`src/rtl/cnn_stream_pkg.sv`:
```
// cnn_stream_pkg: shared FSM state encoding and frame geometry helpers for the pixel stream blocks
package cnn_stream_pkg;
    typedef enum logic [2:0] {IDLE, READ, DRAIN, FLUSH, DONE} stream_state_t;
    localparam int ROW_SIZE_DEF = 28;
    localparam int COL_SIZE_DEF = 28;
    localparam int FRAME_PIXELS = ROW_SIZE_DEF * COL_SIZE_DEF;
    function automatic int frame_pixels(input int row_size, input int col_size);
        return row_size * col_size;
    endfunction
endpackage

```
`src/rtl/stream_fifo2.sv`:
```
// stream_fifo2: 2-deep register FIFO with push/pop, occupancy count and head-of-queue view
module stream_fifo2 #(
    parameter int W = 8
) (
    input  logic         clock,
    input  logic         reset,
    input  logic         push,
    input  logic         pop,
    input  logic [W-1:0] din,
    output logic [W-1:0] head,
    output logic [1:0]   count
);
    logic [W-1:0] mem [2];
    logic         wr_ptr;
    logic         rd_ptr;
    // storage, pointers and count; simultaneous push and pop leave the count unchanged
    always_ff @(posedge clock or posedge reset) begin
        if (reset) begin
            mem[0] <= '0;
            mem[1] <= '0;
            wr_ptr <= 1'b0;
            rd_ptr <= 1'b0;
            count  <= 2'd0;
        end else begin
            if (push) begin
                mem[wr_ptr] <= din;
                wr_ptr      <= ~wr_ptr;
            end
            if (pop) rd_ptr <= ~rd_ptr;
            count <= count + {1'b0, push} - {1'b0, pop};
        end
    end
    assign head = mem[rd_ptr];
endmodule

```
`src/rtl/pixel_stream_source.sv`:
```
// pixel_stream_source: streams one BRAM frame in raster order with back-pressure and an optional zero flush
module pixel_stream_source
    import cnn_stream_pkg::*;
#(
    parameter int DATA_SIZE    = 8,
    parameter int ROW_SIZE     = 28,
    parameter int COL_SIZE     = 28,
    parameter int ADDR_WIDTH   = 10,
    parameter int FLUSH_PIXELS = 0
) (
    input  logic                        clock,
    input  logic                        reset,
    input  logic                        start,
    input  logic                        out_ready,
    output logic                        mem_rd_en,
    output logic [ADDR_WIDTH-1:0]       mem_addr,
    input  logic [DATA_SIZE-1:0]        mem_rd_data,
    output logic                        data_valid,
    output logic [DATA_SIZE-1:0]        pixel_out,
    output logic [$clog2(COL_SIZE)-1:0] row_idx,
    output logic [$clog2(ROW_SIZE)-1:0] col_idx,
    output logic                        busy,
    output logic                        frame_done
);
    localparam int RW = $clog2(COL_SIZE);
    localparam int CW = $clog2(ROW_SIZE);
    localparam int FW = FLUSH_PIXELS > 0 ? $clog2(FLUSH_PIXELS + 1) : 1;
    localparam logic [ADDR_WIDTH-1:0] LAST_ADDR  = ADDR_WIDTH'(frame_pixels(ROW_SIZE, COL_SIZE) - 1);
    localparam logic [RW-1:0]         ROW_LAST   = RW'(COL_SIZE - 1);
    localparam logic [CW-1:0]         COL_LAST   = CW'(ROW_SIZE - 1);
    localparam logic [FW-1:0]         FLUSH_LAST = FW'(FLUSH_PIXELS - 1);

    stream_state_t          state, state_n;
    logic                   inflight;
    logic [FW-1:0]          flush_cnt;
    logic [1:0]             fifo_count;
    logic [DATA_SIZE-1:0]   fifo_head;
    logic [DATA_SIZE-1:0]   pixel_q;
    logic                   pop;
    logic                   drained;
    logic [2:0]             level;

    stream_fifo2 #(.W(DATA_SIZE)) u_fifo (
        .clock (clock),
        .reset (reset),
        .push  (inflight),
        .pop   (pop),
        .din   (mem_rd_data),
        .head  (fifo_head),
        .count (fifo_count)
    );

    // Reads are throttled so buffered plus in-flight pixels never exceed the two FIFO slots
    assign pop        = out_ready && fifo_count != 2'd0;
    assign data_valid = pop || (out_ready && state == FLUSH);
    assign level      = {1'b0, fifo_count} + {2'b0, inflight} - {2'b0, pop};
    assign mem_rd_en  = state == READ && level < 3'd2;
    assign drained    = !inflight && fifo_count == {1'b0, pop};
    assign pixel_out  = pop ? fifo_head : (data_valid ? '0 : pixel_q);
    assign busy       = state != IDLE;
    assign frame_done = state == DONE;

    // state register
    always_ff @(posedge clock or posedge reset) begin
        if (reset) state <= IDLE;
        else state <= state_n;
    end

    // next-state: drain is judged after this cycle's pop so frame_done follows the last pixel directly
    always_comb begin
        state_n = state;
        case (state)
            IDLE:  state_n = start ? READ : IDLE;
            READ:  state_n = (mem_rd_en && mem_addr == LAST_ADDR) ? DRAIN : READ;
            DRAIN: state_n = drained ? (FLUSH_PIXELS > 0 ? FLUSH : DONE) : DRAIN;
            FLUSH: state_n = (data_valid && flush_cnt == FLUSH_LAST) ? DONE : FLUSH;
            DONE:  state_n = IDLE;
            default: state_n = IDLE;
        endcase
    end

    // address, in-flight flag, flush count, held pixel and raster position of the next frame pixel
    always_ff @(posedge clock or posedge reset) begin
        if (reset) begin
            mem_addr  <= '0;
            inflight  <= 1'b0;
            flush_cnt <= '0;
            pixel_q   <= '0;
            row_idx   <= '0;
            col_idx   <= '0;
        end else begin
            inflight <= mem_rd_en;
            if (state == DONE) mem_addr <= '0;
            else if (mem_rd_en) mem_addr <= mem_addr + 1'b1;
            if (state != FLUSH) flush_cnt <= '0;
            else if (data_valid) flush_cnt <= flush_cnt + 1'b1;
            if (data_valid) pixel_q <= pixel_out;
            if (pop) begin
                col_idx <= col_idx == COL_LAST ? '0 : col_idx + 1'b1;
                if (col_idx == COL_LAST) row_idx <= row_idx == ROW_LAST ? '0 : row_idx + 1'b1;
            end
        end
    end
endmodule

```
`config.mk`:
```
export PLATFORM = sky130hd
export DESIGN_NAME = pixel_stream_source
export DESIGN_NICKNAME = d
export VERILOG_FILES = /design/src/rtl/cnn_stream_pkg.sv /design/src/rtl/stream_fifo2.sv /design/src/rtl/pixel_stream_source.sv
export SDC_FILE = /design/constraint.sdc
export NUM_CORES = 1
export LEC_CHECK = 0
export ABC_AREA = 1
export BUFFER_PORTS_ARGS = -buffer_cell sky130_fd_sc_hd__buf_2
export CAP_MARGIN = 20
export CORE_UTILIZATION = 30
export CTS_CLUSTER_DIAMETER = 60
export DETAILED_ROUTE_END_ITERATION = 6
export PLACE_DENSITY = 0.49
export SETUP_SLACK_MARGIN = 0.2
export SLEW_MARGIN = 20
export SYNTH_ARGS = -nofsm -noshare
export SYNTH_HDL_FRONTEND = slang
export SYNTH_SLANG_ARGS = --single-unit
```
`constraint.sdc`:
```
create_clock -name clock -period 3.9 [get_ports clock]
set_clock_uncertainty 0.1 [all_clocks]
set_input_delay 0.78 -clock clock [delete_from_list [all_inputs] [get_ports clock]]
set_output_delay 0.78 -clock clock [all_outputs]
set_load 0.01 [all_outputs]
```
==> results of run 1 <==
-- state kept, by name, indices dropped and copies added (netlist names) --
register and flops:
col_idx 5, u_fifo.rd_ptr 1, pixel_q 8, state 3
inflight 1, flush_cnt 1, u_fifo.wr_ptr 1, mem_addr 10
u_fifo.count 2, u_fifo.mem 16, row_idx 5
-- stage by stage --
step	std cells	power, mW
detailed placement	469	2.01
floorplan	325	1.69
CTS	477	2.41
global placement	469	1.99
global route	477	2.63
finish	477	2.37
-- cell usage in the layout, fill, tap and decap left out --
master / n
clkbuf_1: 1
nor3_1: 3
o21ai_2: 1
inv_2: 7
o21bai_1: 1
bufinv_16: 1
nand4_1: 12
buf_4: 3
o21ai_1: 5
xnor2_1: 2
clkbuf_8: 6
nor2_2: 2
xor2_1: 3
nand2_1: 72
nand4_2: 1
nand3_2: 1
buf_2: 43
a21oi_2: 3
a21oi_1: 4
nand3_1: 29
o21ai_0: 48
nor2_1: 10
inv_1: 48
dfrtp_1: 53
nor2_4: 2
or2_1: 1
ha_1: 5
fa_1: 1
nand3b_1: 1
-- cells in the mapped netlist --
cell type,count,area [um2]
xor2_1,3,26.3
buf_2,4,20.0
inv_2,6,22.5
o21ai_2,1,8.76
inv_1,49,184
buf_6,3,33.8
nand2_1,72,270
clkbuf_1,3,11.3
nor2_4,2,22.5
o21ai_1,5,25.0
nor2_2,2,12.5
nand3b_1,1,7.51
a21oi_1,4,20.0
nand3_2,1,10.0
xnor2_1,2,17.5
or2_1,1,6.26
nand3_1,29,145
a21oi_2,3,26.3
ha_1,5,62.6
nor2_1,10,37.5
nand4_1,12,75.1
o21ai_0,48,240
nor3_1,3,15.0
fa_1,1,20.0
o21bai_1,1,7.51
nand4_2,1,12.5
dfrtp_1,53,1330
-- logic make-up after synthesis --
kind of cell             count (synthesis)  synth area share
AO/OA/AOI/OAI                           62             0.123
XOR/XNOR                                 5            0.0164
adder cells (fa/ha/maj)                  6            0.0310
buffers and inverters                   65             0.102
flip-flops                              53             0.497
AND/OR/NAND/NOR                        134             0.230
-- final cells by class --
cell class,instances,area share
inverters,55,0.0668
clock inverters,1,0.00972
clock buffers,7,0.0279
flip-flops and latches,53,0.429
multi-input cells,207,0.346
repair buffers,46,0.0769
well taps,108,0.0437
-- power groups by stage --
stage          Clock [mW]  Sequential, mW  Combinational, mW
6_report            0.392           0.974               1.01
5_1_grt             0.430            1.01               1.18
3_3_place_gp            0           0.980               1.01
2_1_floorplan           0           0.962              0.733
3_5_place_dp            0           0.986               1.02
4_1_cts             0.409           0.975               1.03
-- how the worst max path moves through the flow --
stage | from | to | depth (start not counted)
after floorplan | out_ready | mem_rd_en | 10
after global placement | out_ready | mem_rd_en | 10
after detailed placement | out_ready | mem_rd_en | 10
after CTS | out_ready | mem_rd_en | 10
after global routing | out_ready | mem_rd_en | 10
final | out_ready | mem_rd_en | 10
-- worst register-to-register path: stages (launching register included) --
cell,delay [ns]
dfrtp_1,0.44
o21ai_2,0.18
inv_2,0.10
ha_1,0.28
inv_1,0.05
ha_1,0.18
fa_1,0.49
nand3b_1,0.16
nor2_4,0.05
buf_4,0.19
nor2_2,0.23
inv_2,0.09
o21ai_0,0.15
-- metal layers --
metal / wire length (um) / share of wire / vias up
met1: 2840 / 0.52 / 990
met5: 0 / 0 / -
met4: 57 / 0.011 / 0
li1: - / - / 1131
met3: 222 / 0.041 / 4
met2: 2290 / 0.42 / 40
==> impl_results.md, run 1 <==
- Post-Place Cell Area: ~3000 um2
- Drt pass-1 iters: 4
- Combinational share of power: 0.424
- Util after Layout: 0.356
- WP data arrival: around 2.5 ns
- Iter 0 DRT Violations: 112
- Largest net degree at the start of global routing: 37
- Peak per-stage delay on the critical path: ~0.44 ns
- Place WS: between 0.4 and 0.5 ns
- Row count: 34
- Synth Cell Area: between 2000 and 3000 um2
- WHS Endpoint: u_fifo.mem[14]
- Clock sinks: between 50 and 60
- Hold depth: 2
- Worst reg2reg startpoint: u_fifo.count[1]
- CP Max Fanout: 10
- Syn Inst Count: 325
- Die Area: approximately 9300 um2
- Max-Cap Viols: 0
- Period utilization: 0.871
- WHS: 0.390 ns
- Die X: about 96 um
- Int Power: roughly 1.4 mW
- Measured slew at the worst slew-check pin: between 0.7 and 0.8 ns
- Clk network pwr share: 0.165
- DP HPWL: slightly below 4000 um
- Sw Pwr: around 0.99 mW
- Critical Path RT: approximately 3.0 ns
- DRT Wirelength: about 5400 um
- Clock H-tree levels: 2
- Cell Chain, Critical Path: buf_2, o21ai_2, inv_2, ha_1, inv_1, ha_1, fa_1, nand3b_1, nor2_4, buf_2
- Max clock buf depth: 2
- Final nets: roughly 390
- Crit path time final: approximately 3.4 ns
- IO Pins: 44
- Unrepaired setup endpoints after global routing: false
- Area occupied by multi-input gates: 1070 um2
- Fraction of layout cells with a size suffix above 1: 0.190
- Crit path max-delay family: adder cells
- Pwr/cell area: roughly 770 nW/um2
- Max Clock Freq: between 200 and 300 MHz
- Reported leakage power: about 1.6 nW
- GR Overflow Total: 0
- Routability cong.: roughly 0.78
- FF/Latch Area: approximately 1300 um2
- Crit path buf inv count: 4
- Setup violators final: 0
- Clock Pin Slew Worst Setup and Hold Paths: approximately 0.090 ns
- Seq pwr share: 0.411
- I/O Buffers: 43
- Worst min path class: reg -> reg
- Antenna diode count: 0
- Synth cell types: 27
- Finished layout cell area: 3090 um2
- Vias in the first global route: 1945
- Hold Fails Final Rpt: 0
- Final antenna-violating net count: 0
- Area Growth Syn to Fin: 15.9%
- Total GRT Usage: 0.127
- Flops & latches, synth: 53
- First-pass GRT wire length: about 9000 um
- Busiest grt layer: met1
- Flop-to-flop setup slack: roughly 1.2 ns
- Warnings, synthesis: 0
- Fillers: approximately 940
- Critical path type: in -> out
- CP Capture Type: primary output
- Root Buffer: clkbuf_8
- Crit start category: input port
- Routing usage on met3: 0.0300
- Average cell area after synthesis: 8.20 um2
- Grt met2 use: 0.181
- FF-to-FF path depth: 12
- Max_slew headroom: 0.497
- Worst skew pair latency: 0.31 ns
- Setup TNS: 0 ns
- DR WL/cell: between 10 and 15 um
- Sequential fraction of the synthesis area: 0.497
- Final Slew Violations: 0
- Worst min-delay path startpoint: u_fifo.mem[14]
- Slowest CP cell: fa_1
- Net Sw Frac: 0.418
- Core area: between 8000 and 9000 um2
- GR Util met1: 0.190
- # Post-CTS Setup Buffers: 0
- Via count: 2165
- Post-CTS Hold Fix Bufs: 0
- Outcome: finished clean
- PnR worst setup slack: between 0.5 and 0.6 ns
- Syn nets: 343
- Die Ht: approximately 96 um
- Max VDD drop: 0.000205 V
- # resized after CTS: 0
- Drt drc: 0
- CTS tree: built
- Clock buffer count from CTS: 5
- Starting Density: 0.307
- Vias per cell: between 4 and 5
- Reg2Reg Capture Point: mem_addr[3]
- Initial antenna violation count: 0
Power figures use the tool's default switching activity.
==> run 2: changes to the inputs <==
Settings changed: ABC_AREA 1 to default.
==> run 2 against run 1 <==
Worst setup slack got worse by 0.18 ns. Global-route usage decreased by 0.15 points. Critical endpoint unchanged. Sequential share of layout area increased by 1.6 points. Sequential cell count unchanged. First-iteration DRC count decreased by 61%. Total power decreased by 6.5%. Non-clock buffer count increased by 4. Die area decreased by 6.0%. Clock-buffer cell count decreased by 2. Critical path type unchanged. Synthesized cell count decreased by 33%. Utilization increased by 2.2 points. Via count decreased by 19%.
==> impl_results.md, run 2 <==
- Final antenna-violating net count: 0 (unchanged)
- Hold Fails Final Rpt: 0 (unchanged)
- Clock buffer count from CTS: 5 (unchanged)
- Max_slew headroom: 0.405 (-0.0924)
- Synth Cell Area: 2500 um2 (-6.1%)
- WP data arrival: 2.70 ns (+0.18 ns)
- IO Pins: 44 (unchanged)
- Drt pass-1 iters: 4 (unchanged)
- Reg2Reg Capture Point: mem_addr[7]
- FF-to-FF path depth: 11 (-1)
- Largest area contributor in the netlist: dfrtp_1
- Total GRT Usage: 0.125 (-0.00154)
- Hold depth: 1 (-1)
- Warnings, synthesis: 0 (unchanged)
- First-pass GRT wire length: 8480 um (-6.5%)
- Vias in the first global route: 1706 (-12%)
- Peak per-stage delay on the critical path: 0.51 ns (+0.07 ns)
- Die Ht: 93.4 um (-3.0%)
- Area Growth Syn to Fin: 19.0%
- Initial antenna violation count: 0 (unchanged)
- Max-Cap Viols: 0 (unchanged)
- Util after Layout: 0.378 (+0.0217)
- Critical Path RT: 3.02 ns (about the same)
- Average cell area after synthesis: 11.5 um2 (+41%)
- Drt drc: 0 (unchanged)
- Syn Inst Count: 217 (-33%)
- Post-CTS Hold Fix Bufs: 0 (unchanged)
- Dpl cells: 359 (-23%)
- Period utilization: 0.917 (+0.0458)
- Worst skew pair latency: 0.30 ns (about the same)
- Post-synth EDFFs: 0 (unchanged)
- Clock H-tree levels: 2 (unchanged)
- I/O Buffers: 43 (unchanged)
- Clock sinks: 53 (unchanged)
- Die X: 93.4 um (-3.0%)
- Sequential fraction of the synthesis area: 0.530 (+0.0323)
- WHS Endpoint: u_fifo.wr_ptr
- CP Capture Type: primary output
- Routability cong.: 0.731 (-6.7%)
- Biggest regs: u_fifo.mem x16, mem_addr x10, pixel_q x8
- Setup violators final: 0 (unchanged)
- Via count: 1763 (-19%)
- Most frequent cells in the layout: 53 x dfrtp_1, 43 x buf_2, 20 x mux2_2
- Max reg flops: 16 (unchanged)
- Measured slew at the worst slew-check pin: 0.891 ns (+0.138 ns)
- Non-filler instance count after layout: 368 (-23%)
- Outcome: finished clean
- Max clock buf depth: 2 (unchanged)
- Cell Chain, Critical Path: buf_2, o21ai_2, inv_2, ha_1, inv_2, ha_2, fa_1, nor4b_4, nand2_2, inv_2, buf_2
- Clock Pin Slew Worst Setup and Hold Paths: 0.08 ns (about the same)
- Row count: 32 (-5.9%)
- Crit start category: input port
- Worst min-delay path startpoint: u_fifo.wr_ptr
- Fraction of registers with async set/reset: 1.00 (unchanged)
- Pwr/cell area: 744 nW/um2 (-3.0%)
- Yosys top cell area share: 0.530 (+0.0323)
- GR Overflow Total: 0 (unchanged)
- Worst reg2reg startpoint: u_fifo.count[1]
- Critical path type: in -> out
- Top cells by area, synth: dfrtp_1 53%, mux2_2 9.0%, o2bb2ai_1 5.9%, mux2i_1 3.2%, nand2_1 2.5%
- Crit path time final: 3.58 ns (+0.178 ns)
- Final nets: 284 (-26%)
- Commonest cells in the netlist: 53 x dfrtp_1, 20 x mux2_2, 17 x nand2_1, 17 x o2bb2ai_1, 10 x inv_1
- Flops & latches, synth: 53 (unchanged)
- Root Buffer: clkbuf_8
- DR WL/cell: 13.7 um (+20%)
- Worst min path class: reg -> reg
- Unrepaired setup endpoints after global routing: false
- Antenna diode count: 0 (unchanged)
- Flop-to-flop setup slack: 0.78 ns (-0.37 ns)
- Vias per cell: 4.79 (+5.6%)
- Syn nets: 235 (-31%)
- Commonest non-fill, non-tap cell in the layout: dfrtp_1
- Setup TNS: 0 ns (unchanged)
- Slowest CP cell: fa_1
- Max VDD drop: 0.000341 V (+66%)
- Largest net degree at the start of global routing: 36 (-2.7%)
- Iter 0 DRT Violations: 44 (-61%)
- Reported leakage power: 1.39 nW (-14%)
- Synth cell types: 39 (+44%)
- CP Max Fanout: 5 (-5)
- Main synth FF type: dfrtp_1
- Fraction of layout cells with a size suffix above 1: 0.327 (+0.137)
- CTS tree: built
- Core area: 7890 um2 (-9.1%)
- Starting Density: 0.317 (+0.0102)
- DRT Wirelength: 5020 um (-7.1%)
- Max Clock Freq: 280 MHz (-5.0%)
- Top-count cell post-synth: dfrtp_1
- DP HPWL: 3500 um (-9.5%)
- Final Slew Violations: 0 (unchanged)
- Reg with most FFs: u_fifo.mem
- Die Area: 8720 um2 (-6.0%)
- Most used cell along the critical path: inv_2
run 2: cell count changes in the layout (fill, tap and decap cells not counted), sizes merged, moves of 4 or more:
cell,delta
mux2i,+8
o2bb2ai,+17
nor2,-6
nand2,-55
nand4,-7
nand3,-24
o21ai,-47
mux2,+20
nor2b,+4
buf,+4
inv,-44
run 2: cells by family (layout without fill, tap and decap cells):
logic type / Yosys count / count (layout) / synth area share
compound gates: 39 / 39 / 0.112
xor+xnor: 8 / 8 / 0.0280
fa+ha+maj: 6 / 6 / 0.0330
buf+inv: 19 / 68 / 0.0290
flops: 53 / 53 / 0.530
mux: 28 / 28 / 0.122
simple gates: 64 / 64 / 0.146
run 2: repair_timing:
item | 4_1_cts | 5_1_grt
buffers inserted | 0 | 2
setup endpoints to repair | 0 | 1
gates resized for setup | 0 | 5
run 2: metrics by stage:
step,hold slack (ns),setup WS (ns),area (um2),power [mW]
finish,0.397,0.323,2980,2.22
global route,0.412,0.189,2980,2.41
CTS,0.397,0.223,2960,2.21
detailed placement,0.375,0.222,2850,1.84
global placement,0.373,0.273,2850,1.82
floorplan,0.357,0.408,2500,1.53
run 2: cell type report:
class / instances / area (um2)
fillers: 788 / 4910
inverters: 11 / 41.3
clock buffers: 5 / 68.8
multi-input cells: 145 / 1110
repair buffers: 50 / 268
flip-flops and latches: 53 / 1330
well taps: 102 / 128
clock inverters: 2 / 35.0
run 2: worst max-delay path by stage:
stage,startpoint,end,slack [ns]
floorplan,out_ready,mem_rd_en,0.41
global placement,out_ready,mem_rd_en,0.27
detailed placement,out_ready,mem_rd_en,0.22
CTS,out_ready,mem_rd_en,0.22
global route,out_ready,mem_rd_en,0.19
finish,out_ready,mem_rd_en,0.32
run 2: critical path, delay by kind of cell:
family          cells  cell delay (ns)
buf+inv             5             0.43
simple gates        2             0.45
compound gates      1             0.08
fa+ha+maj           3             0.96
run 2: layer usage:
| metal | global-route usage | wire length (um) |
|---|---|---|
| met5 | 0 | 0 |
| met4 | 0.0423 | 41 |
| met3 | 0.0268 | 164 |
| met2 | 0.190 | 2350 |
| met1 | 0.177 | 2470 |
run 2: power by group:
part	total (mW)	switching [mW]	internal [mW]	leakage, nW
Clock	0.360	0.174	0.187	0.0540
Sequential	0.935	0.178	0.757	0.661
Combinational	0.922	0.458	0.465	0.679
Total	2.22	0.809	1.41	1.39
==> run 3: changes to the inputs <==
Settings changed: CORE_MARGIN from default to 4.
==> run 3 against run 2 <==
Final cell count grew 0.82%. Utilization shrank 1.3 points. Largest power group unchanged. Fmax increased by 0.58%.
==> impl_results.md, run 3 (synthesis gave the netlist of run 2 again) <==
- Row count: 33 (+3.1%)
- Worst skew pair latency: 0.30 ns (about the same)
- Largest net degree at the start of global routing: 38 (+5.6%)
- Clock H-tree levels: 2 (unchanged)
- Max reg flops: 16 (unchanged)
- Routing usage on met3: 0.0295 (+0.00262)
- Crit start category: input port
- Clock buffer count from CTS: 5 (unchanged)
- Final Slew Violations: 0 (unchanged)
- Crit path time final: 3.56 ns (-0.0205 ns)
- Drt drc: 0 (unchanged)
- Most frequent cells in the layout: 53 x dfrtp_1, 43 x buf_2, 20 x mux2_2
- Reg with most FFs: u_fifo.mem
- DRT Wirelength: 5020 um (about the same)
- Slowest CP cell: fa_1
- Starting Density: 0.306 (-0.0112)
- Total GRT Usage: 0.107 (-0.0178)
- WP data arrival: 2.68 ns (-0.02 ns)
- Worst reg2reg startpoint: u_fifo.count[1]
- Final antenna-violating net count: 0 (unchanged)
- Antenna diode count: 0 (unchanged)
- Hold depth: 1 (unchanged)
- Outcome: finished clean
- Reg2Reg Capture Point: mem_addr[7]
- Max Clock Freq: 281 MHz (+0.58%)
- Grt met2 use: 0.165 (-0.0247)
- Max_slew headroom: 0.413 (+0.00786)
- Reported leakage power: 1.40 nW (+0.24%)
- DR WL/cell: 13.5 um (-0.85%)
- Period utilization: 0.912 (-0.00525)
- IO Pins: 44 (unchanged)
- DP HPWL: 3590 um (+2.4%)
- Busiest grt layer: met2
- Fraction of layout cells with a size suffix above 1: 0.308 (-0.0188)
- Initial antenna violation count: 0 (unchanged)
- CP Capture Type: primary output
- Routability cong.: 0.759 (+3.9%)
- GR Util met1: 0.145 (-0.0324)
- Die Area: 9870 um2 (+13%)
- Crit path launch: out_ready
- Critical path type: in -> out
- Via count: 1763 (unchanged)
- GR Overflow Total: 0 (unchanged)
- Clock Pin Slew Worst Setup and Hold Paths: 0.09 ns (about the same)
- Clock sinks: 53 (unchanged)
- Drt pass-1 iters: 6 (+2)
- Measured slew at the worst slew-check pin: 0.879 ns (-0.0118 ns)
- Die X: 99.4 um (+6.4%)
- Core area: 8180 um2 (+3.6%)
- Root Buffer: clkbuf_8
- Critical Path RT: 3.02 ns (about the same)
- Iter 0 DRT Violations: 57 (+30%)
- I/O Buffers: 43 (unchanged)
- Overall Power: 2.20 mW (-0.68%)
- Setup TNS: 0 ns (unchanged)
- Cell Chain, Critical Path: buf_2, o21ai_1, inv_2, ha_1, inv_1, ha_1, fa_1, nor4b_4, nand2_2, inv_1, buf_2
- First-pass GRT wire length: 8450 um (-0.33%)
- Die Ht: 99.4 um (+6.4%)
- Worst min-delay path startpoint: u_fifo.wr_ptr
- Max clock buf depth: 2 (unchanged)
- Unrepaired setup endpoints after global routing: false
- Area Growth Syn to Fin: 19.1% (about the same)
- Pwr/cell area: 739 nW/um2 (-0.76%)
- Hold Fails Final Rpt: 0 (unchanged)
- Peak per-stage delay on the critical path: 0.49 ns (-0.02 ns)
- Flop-to-flop setup slack: 0.86 ns (+0.08 ns)
- Setup violators final: 0 (unchanged)
- WHS Endpoint: u_fifo.wr_ptr
- Vias in the first global route: 1726 (+1.2%)
- CP Max Fanout: 5 (unchanged)
- Max-Cap Viols: 0 (unchanged)
- Biggest regs: u_fifo.mem x16, mem_addr x10, pixel_q x8
- Max VDD drop: 0.000356 V (+4.3%)
- CTS tree: built
- FF-to-FF path depth: 11 (unchanged)
- Commonest non-fill, non-tap cell in the layout: dfrtp_1
- Post-CTS Hold Fix Bufs: 0 (unchanged)
- Vias per cell: 4.75 (-0.81%)
- Worst min path class: reg -> reg
- Final nets: 283 (-0.35%)
- Util after Layout: 0.365 (-0.0130)
-- run 3: critical path, delay by kind of cell --
kind	cells	cell delay [ns]
AOI/OAI and AO/OA	1	0.12
adders and majority gates	3	0.93
buffers and inverters	5	0.44
and+or+nand+nor	2	0.39
-- run 3: power by group --
group	leakage, nW	switching, mW	internal, mW
combinational	0.678	0.449	0.438
clock	0.0585	0.180	0.210
sequential	0.661	0.169	0.757
total	1.40	0.799	1.40
-- run 3: cell type report --
class | instances | area [um2]
Clock buffer | 7 | 86.3
Clock inverter | 1 | 30.0
Fill cell | 855 | 5190
Inverter | 11 | 41.3
Multi-Input combinational cell | 145 | 1110
Sequential cell | 53 | 1330
Tap cell | 105 | 131
Timing Repair Buffer | 49 | 260
-- run 3: per-stage QoR --
stage | setup WS, ns | cell area (um2) | std cells | hold WS [ns]
final | 0.344 | 2980 | 371 | 0.396
after floorplan | 0.408 | 2500 | 217 | 0.357
after detailed placement | 0.299 | 2860 | 363 | 0.374
after global placement | 0.342 | 2860 | 363 | 0.373
after CTS | 0.288 | 2980 | 371 | 0.397
after global routing | 0.234 | 2980 | 371 | 0.417
-- run 3: what timing repair did --
| action | in CTS | in global routing |
|---|---|---|
| gates resized for setup | 0 | 1 |
| buffers inserted | 0 | 0 |
| setup endpoints to repair | 0 | 1 |
-- run 3: worst max-delay path by stage --
stage               slack (ns)         to
global route              0.23  mem_rd_en
floorplan                 0.41  mem_rd_en
CTS                       0.29  mem_rd_en
finish                    0.34  mem_rd_en
detailed placement        0.30  mem_rd_en
global placement          0.34  mem_rd_en
-- run 3: layer usage --
layer,vias to the layer above,share of wire,wire [um]
met5,-,0,0
met4,0,0.014,72
met3,4,0.027,135
met2,22,0.46,2330
met1,855,0.49,2480
li1,882,-,-
